`src/rtl/seg7_pkg.sv`:
```
// Shared definitions for the two-digit 7-segment scan bus (display driver and
// loopback decoder): segment patterns, digit selects, capture FSM states.
package seg7_pkg;

  // Segment patterns, bit6=a ... bit0=g (dp excluded)
  localparam logic [6:0] SEG_0 = 7'b1111110;
  localparam logic [6:0] SEG_1 = 7'b0110000;
  localparam logic [6:0] SEG_2 = 7'b1101101;
  localparam logic [6:0] SEG_3 = 7'b1111001;
  localparam logic [6:0] SEG_4 = 7'b0110011;
  localparam logic [6:0] SEG_5 = 7'b1011011;
  localparam logic [6:0] SEG_6 = 7'b1011111;
  localparam logic [6:0] SEG_7 = 7'b1110000;
  localparam logic [6:0] SEG_8 = 7'b1111111;
  localparam logic [6:0] SEG_9 = 7'b1111011;

  // Active-low digit selects
  localparam logic [3:0] DIG_ONES = 4'b1110;
  localparam logic [3:0] DIG_TENS = 4'b1101;

  // Decoded code for an unrecognised segment pattern
  localparam logic [3:0] CODE_INV = 4'hF;

  typedef enum logic [1:0] {
    ST_IDLE,
    ST_SETTLE,
    ST_HELD
  } cap_state_t;

  typedef enum logic [1:0] {
    SEL_NONE,
    SEL_ONES,
    SEL_TENS
  } sel_t;

  // Blanking, multiple-low and unused selects all count as NONE
  function automatic sel_t classify_sel(input logic [3:0] dig);
    sel_t s;
    case (dig)
      DIG_ONES: s = SEL_ONES;
      DIG_TENS: s = SEL_TENS;
      default:  s = SEL_NONE;
    endcase
    return s;
  endfunction

  // tens*10 + ones using shifts only; tens, ones are 0..9 so the result fits 7 bits
  function automatic logic [6:0] bcd2_to_bin(input logic [3:0] tens, input logic [3:0] ones);
    logic [6:0] t;
    t = {3'b000, tens};
    return (t << 3) + (t << 1) + {3'b000, ones};
  endfunction

endpackage

```
`src/rtl/seg7_pattern_dec.sv`:
```
// Combinational 7-segment pattern to BCD code; unknown patterns map to CODE_INV.
module seg7_pattern_dec
  import seg7_pkg::*;
(
  input  logic [6:0] i_pat,
  output logic [3:0] o_code
);

  // Exact-match lookup against the ten legal digit patterns
  always_comb begin
    case (i_pat)
      SEG_0:   o_code = 4'd0;
      SEG_1:   o_code = 4'd1;
      SEG_2:   o_code = 4'd2;
      SEG_3:   o_code = 4'd3;
      SEG_4:   o_code = 4'd4;
      SEG_5:   o_code = 4'd5;
      SEG_6:   o_code = 4'd6;
      SEG_7:   o_code = 4'd7;
      SEG_8:   o_code = 4'd8;
      SEG_9:   o_code = 4'd9;
      default: o_code = CODE_INV;
    endcase
  end

endmodule

```
`src/rtl/seg7_scan_decode.sv`:
```
// Loopback monitor for the two-digit multiplexed 7-segment scan bus.
// Synchronizes the scan lines, waits for each digit to settle, decodes it and
// reassembles a 0..99 value once per complete ones+tens frame.
//
// state     | meaning
// ----------+------------------------------------------------------------
// ST_IDLE   | no valid digit select on the bus, nothing being tracked
// ST_SETTLE | counting consecutive identical {sel, seg} samples
// ST_HELD   | digit captured, waiting for the bus to change
module seg7_scan_decode
  import seg7_pkg::*;
#(
  parameter int SETTLE  = 16,
  parameter int TIMEOUT = 270_000,
  parameter int TBITS   = 19
) (
  input  logic       i_clk,
  input  logic       w_rst,
  input  logic [7:0] i_seg,
  input  logic [3:0] i_dig,
  output logic [6:0] o_value,
  output logic       o_valid,
  output logic       o_err,
  output logic       o_chg,
  output logic       o_stale
);

  localparam int               CBITS       = $clog2(SETTLE + 1);
  localparam logic [CBITS-1:0] SETTLE_LAST = CBITS'(SETTLE - 1);
  localparam logic [TBITS-1:0] TO_MAX      = TBITS'(TIMEOUT);
  localparam logic [TBITS-1:0] TO_PRE      = TBITS'(TIMEOUT - 1);

  logic [7:0]       r_seg_s1, r_seg_s2;
  logic [3:0]       r_dig_s1, r_dig_s2;

  cap_state_t       r_state;
  logic [3:0]       r_ref_dig;
  logic [7:0]       r_ref_seg;
  logic [CBITS-1:0] r_cnt;
  logic [3:0]       r_code_ones, r_code_tens;
  logic             r_have_ones, r_have_tens;

  logic [6:0]       r_value;
  logic             r_valid, r_err, r_chg;

  logic [TBITS-1:0] r_to_cnt;
  logic             r_stale;

  sel_t             w_sel;
  logic             w_same;
  logic             w_capture;
  logic [3:0]       w_code;
  logic [6:0]       w_sum;

  // Two-flop synchronizer; resets to the blanked bus so no select is seen
  always_ff @(posedge i_clk or posedge w_rst) begin
    if (w_rst) begin
      r_seg_s1 <= 8'hFF;
      r_seg_s2 <= 8'hFF;
      r_dig_s1 <= 4'hF;
      r_dig_s2 <= 4'hF;
    end else begin
      r_seg_s1 <= i_seg;
      r_seg_s2 <= r_seg_s1;
      r_dig_s1 <= i_dig;
      r_dig_s2 <= r_dig_s1;
    end
  end

  assign w_sel     = classify_sel(r_dig_s2);
  assign w_same    = (r_dig_s2 == r_ref_dig) && (r_seg_s2 == r_ref_seg);
  assign w_capture = (r_state == ST_SETTLE) && w_same && (r_cnt == SETTLE_LAST);
  assign w_sum     = bcd2_to_bin(r_code_tens, r_code_ones);

  seg7_pattern_dec u_dec (
    .i_pat  (r_seg_s2[7:1]),
    .o_code (w_code)
  );

  // Capture FSM: settle each digit, latch its code and have-flag, clear flags once a frame is consumed
  always_ff @(posedge i_clk or posedge w_rst) begin
    if (w_rst) begin
      r_state     <= ST_IDLE;
      r_ref_dig   <= 4'hF;
      r_ref_seg   <= 8'hFF;
      r_cnt       <= '0;
      r_code_ones <= CODE_INV;
      r_code_tens <= CODE_INV;
      r_have_ones <= 1'b0;
      r_have_tens <= 1'b0;
    end else begin
      if (r_have_ones && r_have_tens) begin
        r_have_ones <= 1'b0;
        r_have_tens <= 1'b0;
      end
      // IDLE and any bus change share one path so a new select starts settling immediately
      if (r_state == ST_IDLE || !w_same) begin
        if (w_sel != SEL_NONE) begin
          r_state   <= ST_SETTLE;
          r_ref_dig <= r_dig_s2;
          r_ref_seg <= r_seg_s2;
          r_cnt     <= CBITS'(1);
        end else begin
          r_state <= ST_IDLE;
        end
      end else if (r_state == ST_SETTLE) begin
        if (r_cnt == SETTLE_LAST) begin
          r_state <= ST_HELD;
          if (w_sel == SEL_TENS) begin
            r_code_tens <= w_code;
            r_have_tens <= 1'b1;
          end else begin
            r_code_ones <= w_code;
            r_have_ones <= 1'b1;
          end
        end else begin
          r_cnt <= r_cnt + CBITS'(1);
        end
      end
    end
  end

  // Frame assembly: one-cycle valid/err/chg pulses the cycle after both digits are held
  always_ff @(posedge i_clk or posedge w_rst) begin
    if (w_rst) begin
      r_value <= '0;
      r_valid <= 1'b0;
      r_err   <= 1'b0;
      r_chg   <= 1'b0;
    end else begin
      r_valid <= 1'b0;
      r_err   <= 1'b0;
      r_chg   <= 1'b0;
      if (r_have_ones && r_have_tens) begin
        r_valid <= 1'b1;
        if (r_code_ones != CODE_INV && r_code_tens != CODE_INV) begin
          r_value <= w_sum;
          r_chg   <= (w_sum != r_value);
        end else begin
          r_err <= 1'b1;
        end
      end
    end
  end

  // Stale timer: saturating count of cycles since the last capture; a capture always wins
  always_ff @(posedge i_clk or posedge w_rst) begin
    if (w_rst) begin
      r_to_cnt <= '0;
      r_stale  <= 1'b0;
    end else if (w_capture) begin
      r_to_cnt <= '0;
      r_stale  <= 1'b0;
    end else if (r_to_cnt != TO_MAX) begin
      r_to_cnt <= r_to_cnt + TBITS'(1);
      r_stale  <= (r_to_cnt == TO_PRE);
    end
  end

  assign o_value = r_value;
  assign o_valid = r_valid;
  assign o_err   = r_err;
  assign o_chg   = r_chg;
  assign o_stale = r_stale;

endmodule

```
`config.mk`:
```
export PLATFORM = sky130hd
export DESIGN_NAME = seg7_scan_decode
export DESIGN_NICKNAME = d
export VERILOG_FILES = /design/src/rtl/seg7_pkg.sv /design/src/rtl/seg7_pattern_dec.sv /design/src/rtl/seg7_scan_decode.sv
export SDC_FILE = /design/constraint.sdc
export NUM_CORES = 1
export LEC_CHECK = 0
export CAP_MARGIN = 5
export CORE_ASPECT_RATIO = 1.2
export CORE_MARGIN = 1
export CORE_UTILIZATION = 50
export DETAILED_ROUTE_END_ITERATION = 16
export PLACE_DENSITY = 0.71
export SLEW_MARGIN = 10
export SYNTH_ARGS = -nofsm -noshare
export SYNTH_HDL_FRONTEND = slang
export SYNTH_SLANG_ARGS = --single-unit
```
`constraint.sdc`:
```
create_clock -name i_clk -period 2.6 [get_ports i_clk]
set_input_delay 0.52 -clock i_clk [delete_from_list [all_inputs] [get_ports i_clk]]
set_output_delay 0.52 -clock i_clk [all_outputs]
set_load 0.05 [all_outputs]
```
; Word level (Yosys, flattened, before mapping)
; Index checks and enable logic that the tools add are counted.
[word_totals]
ff_bits = 83
out_inout_bits = 11
elab_cells = 95
[classes]
addsub = 4
n_eq_ne = 24
mux = 29
bitwise = 2
reduce_logical = 18
[ops]
columns = cell, count
row1 = $eq 7x7->1 const B, 8
row2 = $pmux 4 s10, 1
row3 = $mux 19, 2
row4 = $mux 5, 4
row5 = $add 19x1->19 const B, 1
row6 = $eq 19x19->1 const B, 1
row7 = $ne 19x19->1 const B, 1
row8 = $mux 1, 18
row9 = $eq 7x6->1 const B, 2
row10 = $eq 4x4->1 const B, 2
row11 = $eq 8x8->1, 1
row12 = $ne 4x4->1 const B, 2
row13 = $reduce_and 4->1, 2
row14 = $reduce_bool 2->1, 4
row15 = $add 7x4->7, 1
row16 = $add 7x5->7, 1
row17 = $ne 7x7->1, 1
row18 = $mux 2, 3
row19 = $reduce_and 2->1, 3
row20 = $add 5x1->5 const B, 1
row21 = $eq 5x4->1 const B, 1
row22 = $logic_and 1x1->1, 5
row23 = $eq 4x4->1, 1
row24 = $pmux 2 s2, 1
row25 = 9 further kinds, 10

; Depth between registers and ports, before layout
; Gate-level depths: netlist of run 1.
[logic_depth]
ltp_word = 7
depth_mapped = 9
ltp_nobuf = 9

; Modules after synthesis
; Synthesis of run 1 repeated with hierarchy kept, for this count alone.
[unflattened]
hier_cells = 339
area_unflattened_um2 = 3996.3
[by_module_without_submodules]
columns = module, n_inst, cells_each, area_each_um2, seq_area_each_um2
row1 = seg7_scan_decode, 1, 303, 3733.6, 2132.0
row2 = seg7_pattern_dec, 1, 36, 262.8, 0.0

; Worst setup path before layout of run 1
; No wires, ideal clock.
[synth_timing]
kind = register to register
start = reg r_code_ones[3]
end = reg r_chg, in the netlist o_chg
t_arrival_ns = 2.169
path_slack_ns = 0.294
path_stages_with_launch = 10
path_buffers = 0
synth_period_minus_slack_ns = 2.306
cell_sequence = dfstp_2 > inv_1 > fa_1 > inv_1 > ha_1 > a21o_1 > a21oi_1 > xnor2_1 > xnor2_1 > a31oi_1
[synth_between]
elab_chain_cells = 4
elab_cells_between_ends = 6
classes_between = add/sub: 1 / eq/ne: 2 / mux: 2 / reduce/logical: 1
[synth_rtl]
columns = item, line
row1 = start: declaration, seg7_scan_decode.sv:40  ; logic [3:0] r_code_ones, r_code_tens;
row2 = start signal: assignment, seg7_scan_decode.sv:113  ; r_code_ones <= w_code;
row3 = $add 7x4->7 or $ne 4x4->1 (tied branches), "seg7_pkg.sv:51, seg7_scan_decode.sv:136"
row4 = $ne 7x7->1 or $logic_and 1x1->1 (tied branches), "seg7_scan_decode.sv:138, seg7_scan_decode.sv:136"
row5 = $mux 1 *, seg7_scan_decode.sv:136  ; if (r_code_ones != CODE_INV && r_code_tens != CODE_INV) begin
row6 = $mux 1 *, seg7_scan_decode.sv:134  ; if (r_have_ones && r_have_tens) begin
row7 = end signal: assignment, seg7_scan_decode.sv:138  ; r_chg <= (w_sum != r_value);
row8 = end: declaration, seg7_scan_decode.sv:44  ; logic r_valid, r_err, r_chg;
; Every way passes the cells marked *; elsewhere a longest branch is shown, timed or not.
; A chain may end at the register's enable or synchronous reset.

; Final worst setup path of run 1
[layout_timing]
start = reg r_code_tens[0]
end = reg r_chg, in the netlist o_chg
[layout_between]
elab_chain_cells = 5
elab_cells_between_ends = 7
classes_between = add/sub: 2 / eq/ne: 2 / mux: 2 / reduce/logical: 1
[layout_rtl]
columns = item, line
row1 = start: declaration, seg7_scan_decode.sv:40
row2 = start signal: assignment, seg7_scan_decode.sv:110  ; r_code_tens <= w_code;
row3 = $add 7x5->7, seg7_pkg.sv:51  ; return (t << 3) + (t << 1) + {3'b000, ones};
row4 = $add 7x4->7, seg7_pkg.sv:51
row5 = $ne 7x7->1, seg7_scan_decode.sv:138
row6 = $mux 1 *, seg7_scan_decode.sv:136
row7 = $mux 1 *, seg7_scan_decode.sv:134
; Marked as above.

==> flow_metrics.py, run 1 <==
metrics = {
    "outcome": {
        "status": "complete, but fails checks",
        "violations": "DRC",
    },
    "clock_network": {
        "cts_tree": "yes",
        "ctsHoldBuffers": 0,
        "clk_pin_slew_ps": 90,
        "cts.repair.resized": 0,
        "cts_max_level": 3,
        "cts_setup_buffers": 0,
        "clkLatencyLatePin_ps": 350,
        "cts-root-buf": "clkbuf_8",
        "cts.sinks": 83,
        "cts_max_path_buffers": 2,
        "numCtsBuffers": 9,
    },
    "placed_design": {
        "port_buffers": 24,
        "gp_congestion": 0.775,
        "hpwl_um": 4460,
        "post-place-ws_ps": 181,
    },
    "route": {
        "num_vias": 2524,
        "wirelength_um": 6520,
        "drt_iter0_drc": 93,
        "drc": 4,
        "drt-vias-per-instance": 5.35,
        "final_antenna_net_count": 0,
        "wire_per_inst_um": 13.8,
        "first_pass_iters": 10,
    },
    "final_layout": {
        "nNetsFinal": 402,
        "final_common_cell": "dfstp_2",
        "area_growth_pct": 12.5,
        "layout-drive-gt1-share": 0.255,
        "final_cell_mix": "dfstp_2, dfrtp_1, nor2_1",
        "n_antenna_cell": 0,
    },
    "pwr": {
        "powerDensity_nw_per_um2": 563,
        "total_leakage_power_nw": 1.95,
        "peakVddDrop_mv": 0.359,
    },
    "floorplanning": {
        "die_y_um": 101,
        "rows": 35,
        "start_util": 0.523,
        "core_area_um2": 7750,
        "die-area_um2": 8480,
        "io_pins": 25,
        "die_w_um": 84.2,
    },
    "timing": {
        "fin_crit_sh": 0.935,
        "setup_tns_ps": 0,
        "clock.fmax_mhz": 411,
        "rsz0062_at_grt": "no",
        "setup_viol": 0,
        "final-hold-violation-count": 0,
        "skew_ps": 10.7,
        "fin_crit_ps": 2430,
        "relSlewSlack": 0.671,
        "worst_slack_ps": 168,
        "worstMarginPinSlew_ps": 492,
        "slew_violations": 0,
    },
    "min_path": {
        "min_to": "r_dig_s2[3]$_DFF_PP1_",
        "hp-start": "r_dig_s1[3]$_DFF_PP1_",
        "hold_depth": 0,
        "min_path_type": "reg2reg",
    },
    "global_route": {
        "grt_max_degree": 84,
        "grt_overflow": 0,
        "antenna_found_initial": 0,
        "grt_pass1_vias": 2580,
        "grt.total_usage": 0.178,
        "grt_first_pass_wirelength_um": 11900,
    },
    "worst_setup_path": {
        "reg2reg_from": "r_code_tens[0]$_DFFE_PP1P_",
        "ff2ff_setup_slack_ps": 170,
        "criticalPathCategory": "reg2reg",
        "r2r_end": "o_chg$_DFF_PP0_",
        "worstPathArrival_ps": 2660,
        "crit_required_ps": 2830,
        "setup.worst_path.start_class": "flip-flop",
        "cp_max_fo": 4,
        "r2r_cells": 9,
        "cp-end-kind": "flip-flop",
    },
    "yosys": {
        "synth_edf_count": 0,
        "syn_inst": 348,
        "synth_fp_nets": 375,
        "synth.top_cell.area_share": 0.285,
        "synth.yosys.seq_area_share": 0.525,
        "synth_flop_cell": "dfstp_2",
        "synthArstFlopShare": 1.00,
        "synth_area_leaders": "dfstp_2, dfrtp_1, xor2_1",
        "yosysTopAreaCell": "dfstp_2",
        "yosysUniqueCellTypes": 53,
        "yosys_warnings": 0,
        "syn_area_um2": 4060,
        "synth-seq-cells": 83,
        "synth.avg_cell_area_um2": 11.7,
    },
    "job": {
        "max_cap_violations": 0,
    },
}
[cell families (layout without fill, tap and decap cells)]
| kind of cell | Yosys count | count (layout) | share of synthesized area |
|---|---|---|---|
| flops | 83 | 83 | 0.525 |
| fa+ha+maj | 13 | 13 | 0.0438 |
| simple gates | 121 | 121 | 0.170 |
| buf+inv | 31 | 63 | 0.0432 |
| compound gates | 37 | 37 | 0.0614 |
| mux | 22 | 22 | 0.0607 |
| xor+xnor | 41 | 41 | 0.0956 |
[power by group]
part / internal [mW] / total (mW) / switching [mW]
sequential: 1.38 / 1.43 / 0.0470
clock: 0.461 / 0.952 / 0.491
combinational: 0.0892 / 0.187 / 0.0980
total: 1.93 / 2.57 / 0.636
[layout make-up]
class	instances	area, um^2
Sequential cell	83	2130
Fill cell	638	3190
Multi-Input combinational cell	234	1750
Tap cell	92	115
Timing Repair Buffer	29	290
Clock buffer	9	124
Clock inverter	7	83.8
Inverter	18	68.8
[Yosys cell counts (3+ instances only)]
library cell	instances
o31ai_1	4
nand2_1	23
dfrtp_1	39
nor2_1	32
and2_1	4
nand2b_1	6
o21ai_0	13
nand3_1	10
o32ai_1	3
xor2_1	26
mux2i_1	4
mux2_2	17
and3_1	4
dfstp_2	44
buf_6	5
a21o_1	3
inv_1	18
and4_1	4
xnor2_1	12
a21oi_1	4
ha_1	11
nor2b_1	5
nor4_4	3
nor3b_1	4
nand4_1	11
[metal layers]
layer / up-vias / global-route usage / share of wire
li1: 1248 / - / -
met2: 36 / 0.304 / 0.50
met3: 11 / 0.0369 / 0.027
met4: 0 / 0.0756 / 0.015
met5: - / 0 / 0
met1: 1229 / 0.221 / 0.46
[flip-flops by register name, indices dropped and copies added (netlist names), 2 cells and up]
signal / cells
o_value: 7
r_cnt: 5
r_code_ones: 4
r_code_tens: 4
r_dig_s1: 4
r_dig_s2: 4
r_ref_dig: 4
r_ref_seg: 8
r_seg_s1: 8
r_seg_s2: 8
r_state: 2
r_to_cnt: 19
[how the worst max path moves through the flow]
stage / start / to / slack [ps] / cells after the start
2_1_floorplan: w_rst / o_chg$_DFF_PP0_ / 20 / 1
3_3_place_gp: r_code_ones[3]$_DFFE_PP1P_ / o_chg$_DFF_PP0_ / 240 / 9
3_5_place_dp: r_code_tens[0]$_DFFE_PP1P_ / o_chg$_DFF_PP0_ / 180 / 9
4_1_cts: r_code_tens[0]$_DFFE_PP1P_ / o_chg$_DFF_PP0_ / 170 / 9
5_1_grt: r_code_tens[0]$_DFFE_PP1P_ / o_chg$_DFF_PP0_ / 30 / 9
6_report: r_code_tens[0]$_DFFE_PP1P_ / o_chg$_DFF_PP0_ / 170 / 9
[metrics by stage]
step	area [um^2]	std cells	power, mW	hold WS [ps]	util
5_1_grt	4560	472	2.68	362	0.589
2_1_floorplan	4060	348	1.60	345	-
3_5_place_dp	4360	456	1.64	347	0.562
4_1_cts	4560	472	2.61	359	0.589
3_3_place_gp	4360	456	1.63	346	0.562
6_report	4560	472	2.57	356	0.589
[worst max-delay path, cell delays in order, from the launching register on]
cell and delay, ps:
dfstp_2 570, inv_1 70, fa_1 560, inv_1 60
ha_1 290, a21o_1 180, a21oi_1 170, xnor2_1 170
xnor2_1 140, a31oi_1 90
(Power assumes the default switching activity.)
==> run 2: changes to the inputs <==
--- a/config.mk
+++ b/config.mk
@@ -7,9 +7,9 @@
 export LEC_CHECK = 0
 export CAP_MARGIN = 5
 export CORE_ASPECT_RATIO = 1.2
-export CORE_MARGIN = 1
 export CORE_UTILIZATION = 50
 export DETAILED_ROUTE_END_ITERATION = 16
+export HOLD_SLACK_MARGIN = 0.03
 export PLACE_DENSITY = 0.71
 export SLEW_MARGIN = 10
 export SYNTH_ARGS = -nofsm -noshare
==> results of run 2 <==
Final layout, timing and power as in run 1 (identical DEF).
==> run 3: changes to the inputs <==
--- a/config.mk
+++ b/config.mk
@@ -11,6 +11,7 @@
 export DETAILED_ROUTE_END_ITERATION = 16
 export HOLD_SLACK_MARGIN = 0.03
 export PLACE_DENSITY = 0.71
+export REMOVE_ABC_BUFFERS = 1
 export SLEW_MARGIN = 10
 export SYNTH_ARGS = -nofsm -noshare
 export SYNTH_HDL_FRONTEND = slang
==> run 3 against run 2 <==
Compared with the run above:
- the flow still finishes with violations (DRC)
- combinational power is essentially flat
- maximum frequency is 0.57% higher
- die area is the same
==> flow_metrics.py, run 3 (synthesized netlist as in run 1, its figures left out) <==
metrics = {
    "outcome": {
        "status": "complete, but fails checks",
        "violations": "DRC",
    },
    "clock_network": {
        "cts_max_level": 3,
        "cts.sinks": 83,
        "cts-root-buf": "clkbuf_8",
        "numCtsBuffers": 9,
        "cts_tree": "yes",
        "cts.repair.resized": 0,
        "clkLatencyLatePin_ps": 350,
        "cts_max_path_buffers": 2,
        "cts_setup_buffers": 0,
        "clk_pin_slew_ps": 80,
        "ctsHoldBuffers": 0,
    },
    "floorplanning": {
        "rows": 35,
        "die_w_um": 84.2,
        "core_area_um2": 7750,
        "die-area_um2": 8480,
        "start_util": 0.523,
        "io_pins": 25,
        "die_y_um": 101,
    },
    "worst_setup_path": {
        "setup.worst_path.start_class": "flip-flop",
        "crit_required_ps": 2810,
        "criticalPathCategory": "reg2reg",
        "cp-end-kind": "flip-flop",
        "cp_max_fo": 3,
        "worstPathArrival_ps": 2630,
    },
    "pwr": {
        "p_clk_frac": 0.378,
        "netSwitchingFraction": 0.230,
        "total_leakage_power_nw": 1.97,
        "cellInternalPower_mw": 2.00,
        "seq_power_share": 0.549,
        "p_comb_frac": 0.073,
        "peakVddDrop_mv": 0.442,
        "powerDensity_nw_per_um2": 567,
        "p_sw_mw": 0.598,
    },
    "placed_design": {
        "gp_congestion": 0.788,
        "place_inst": 457,
        "port_buffers": 24,
        "hpwl_um": 4560,
    },
    "route": {
        "drc": 4,
        "first_pass_iters": 10,
        "wire_per_inst_um": 13.6,
        "wirelength_um": 6410,
        "drt_iter0_drc": 87,
        "drt-vias-per-instance": 5.38,
        "num_vias": 2543,
        "final_antenna_net_count": 0,
    },
    "timing": {
        "setup_viol": 0,
        "relSlewSlack": 0.591,
        "clock.fmax_mhz": 414,
        "fin_crit_ps": 2420,
        "setup_tns_ps": 0,
        "holdWs_ps": 356,
        "final-hold-violation-count": 0,
        "skew_ps": 5.74,
        "fin_crit_sh": 0.930,
        "rsz0062_at_grt": "no",
        "worstMarginPinSlew_ps": 613,
        "slew_violations": 0,
    },
    "final_layout": {
        "regArea_um2": 2130,
        "finalNonFillerCells": 473,
        "largest_reg_flops": 19,
        "final_common_cell": "dfstp_2",
        "n_antenna_cell": 0,
        "final_cell_mix": "dfstp_2, dfrtp_1, nor2_1",
        "multi_input_area_um2": 1750,
        "layout-drive-gt1-share": 0.257,
        "largest_register": "r_to_cnt",
        "fillCellCount": 631,
        "nNetsFinal": 403,
        "utilization": 0.591,
        "area_growth_pct": 13.0,
    },
    "global_route": {
        "grt_overflow": 0,
        "grt_max_degree": 37,
        "grt_first_pass_wirelength_um": 11600,
        "grt.total_usage": 0.175,
        "antenna_found_initial": 0,
        "grt_pass1_vias": 2529,
    },
    "job": {
        "max_cap_violations": 0,
    },
    "min_path": {
        "min_path_type": "reg2reg",
    },
}
## run 3: cell types whose count changed in the layout (fill, tap and decap cells not counted), sizes merged
cell	change
buf	+1
inv	-1
clkinvlp	-1
clkbuf	+2
## run 3: worst paths after layout
check | start | end | slack (ps) | depth (start not counted)
worst max-delay path | r_code_ones[3]$_DFFE_PP1P_ | o_chg$_DFF_PP0_ | 180 | 9
worst min-delay path | r_seg_s1[6]$_DFF_PP1_ | r_seg_s2[6]$_DFF_PP1_ | 360 | 0
worst max register to register | r_code_ones[3]$_DFFE_PP1P_ | o_chg$_DFF_PP0_ | 180 | 9
worst min register to register | r_seg_s1[6]$_DFF_PP1_ | r_seg_s2[6]$_DFF_PP1_ | 360 | 0
max in group asynchronous | w_rst | r_code_tens[0]$_DFFE_PP1P_ | 1420 | 3
min in group asynchronous | w_rst | r_cnt[1]$_DFFE_PP0P_ | 550 | 2
## run 3: critical path, cell delays in order (launching register included)
cell and delay, ps:
dfstp_2 540, inv_1 50, fa_1 580, inv_1 60
ha_1 280, a21o_1 180, a21oi_1 160, xnor2_1 180
xnor2_1 150, a31oi_1 90
## run 3: metrics by stage
step                power [mW]  instance area [um^2]  worst slack, ps
floorplan                 1.58                  3950             16.0
global placement          1.64                  4360              240
detailed placement        1.64                  4360              201
CTS                       2.64                  4580              163
global route              2.71                  4580             79.6
finish                    2.60                  4580              182
## run 3: metal layers
layer  vias to the layer above  global-route usage  wire (um)
li1                       1249                   -          -
met1                      1250               0.217       2860
met2                        32               0.296       3250
met3                        12              0.0377        169
met4                         0              0.0796        129
met5                         -                   0          0
## run 3: power by group through the flow
| stage | logic, mW | registers (mW) | clock network (mW) |
|---|---|---|---|
| after floorplan | 0.142 | 1.44 | 0 |
| after global placement | 0.188 | 1.45 | 0 |
| after detailed placement | 0.193 | 1.45 | 0 |
| after CTS | 0.194 | 1.43 | 1.02 |
| after global routing | 0.212 | 1.44 | 1.06 |
| final | 0.190 | 1.43 | 0.982 |
## run 3: cell type report
cell class / count / share of cell area
clock buffer: 11 / 0.0355
clock inverter: 5 / 0.0123
inverter: 18 / 0.0150
multi-input combinational: 234 / 0.382
sequential: 83 / 0.465
tap: 92 / 0.0251
timing repair buffer: 30 / 0.0650
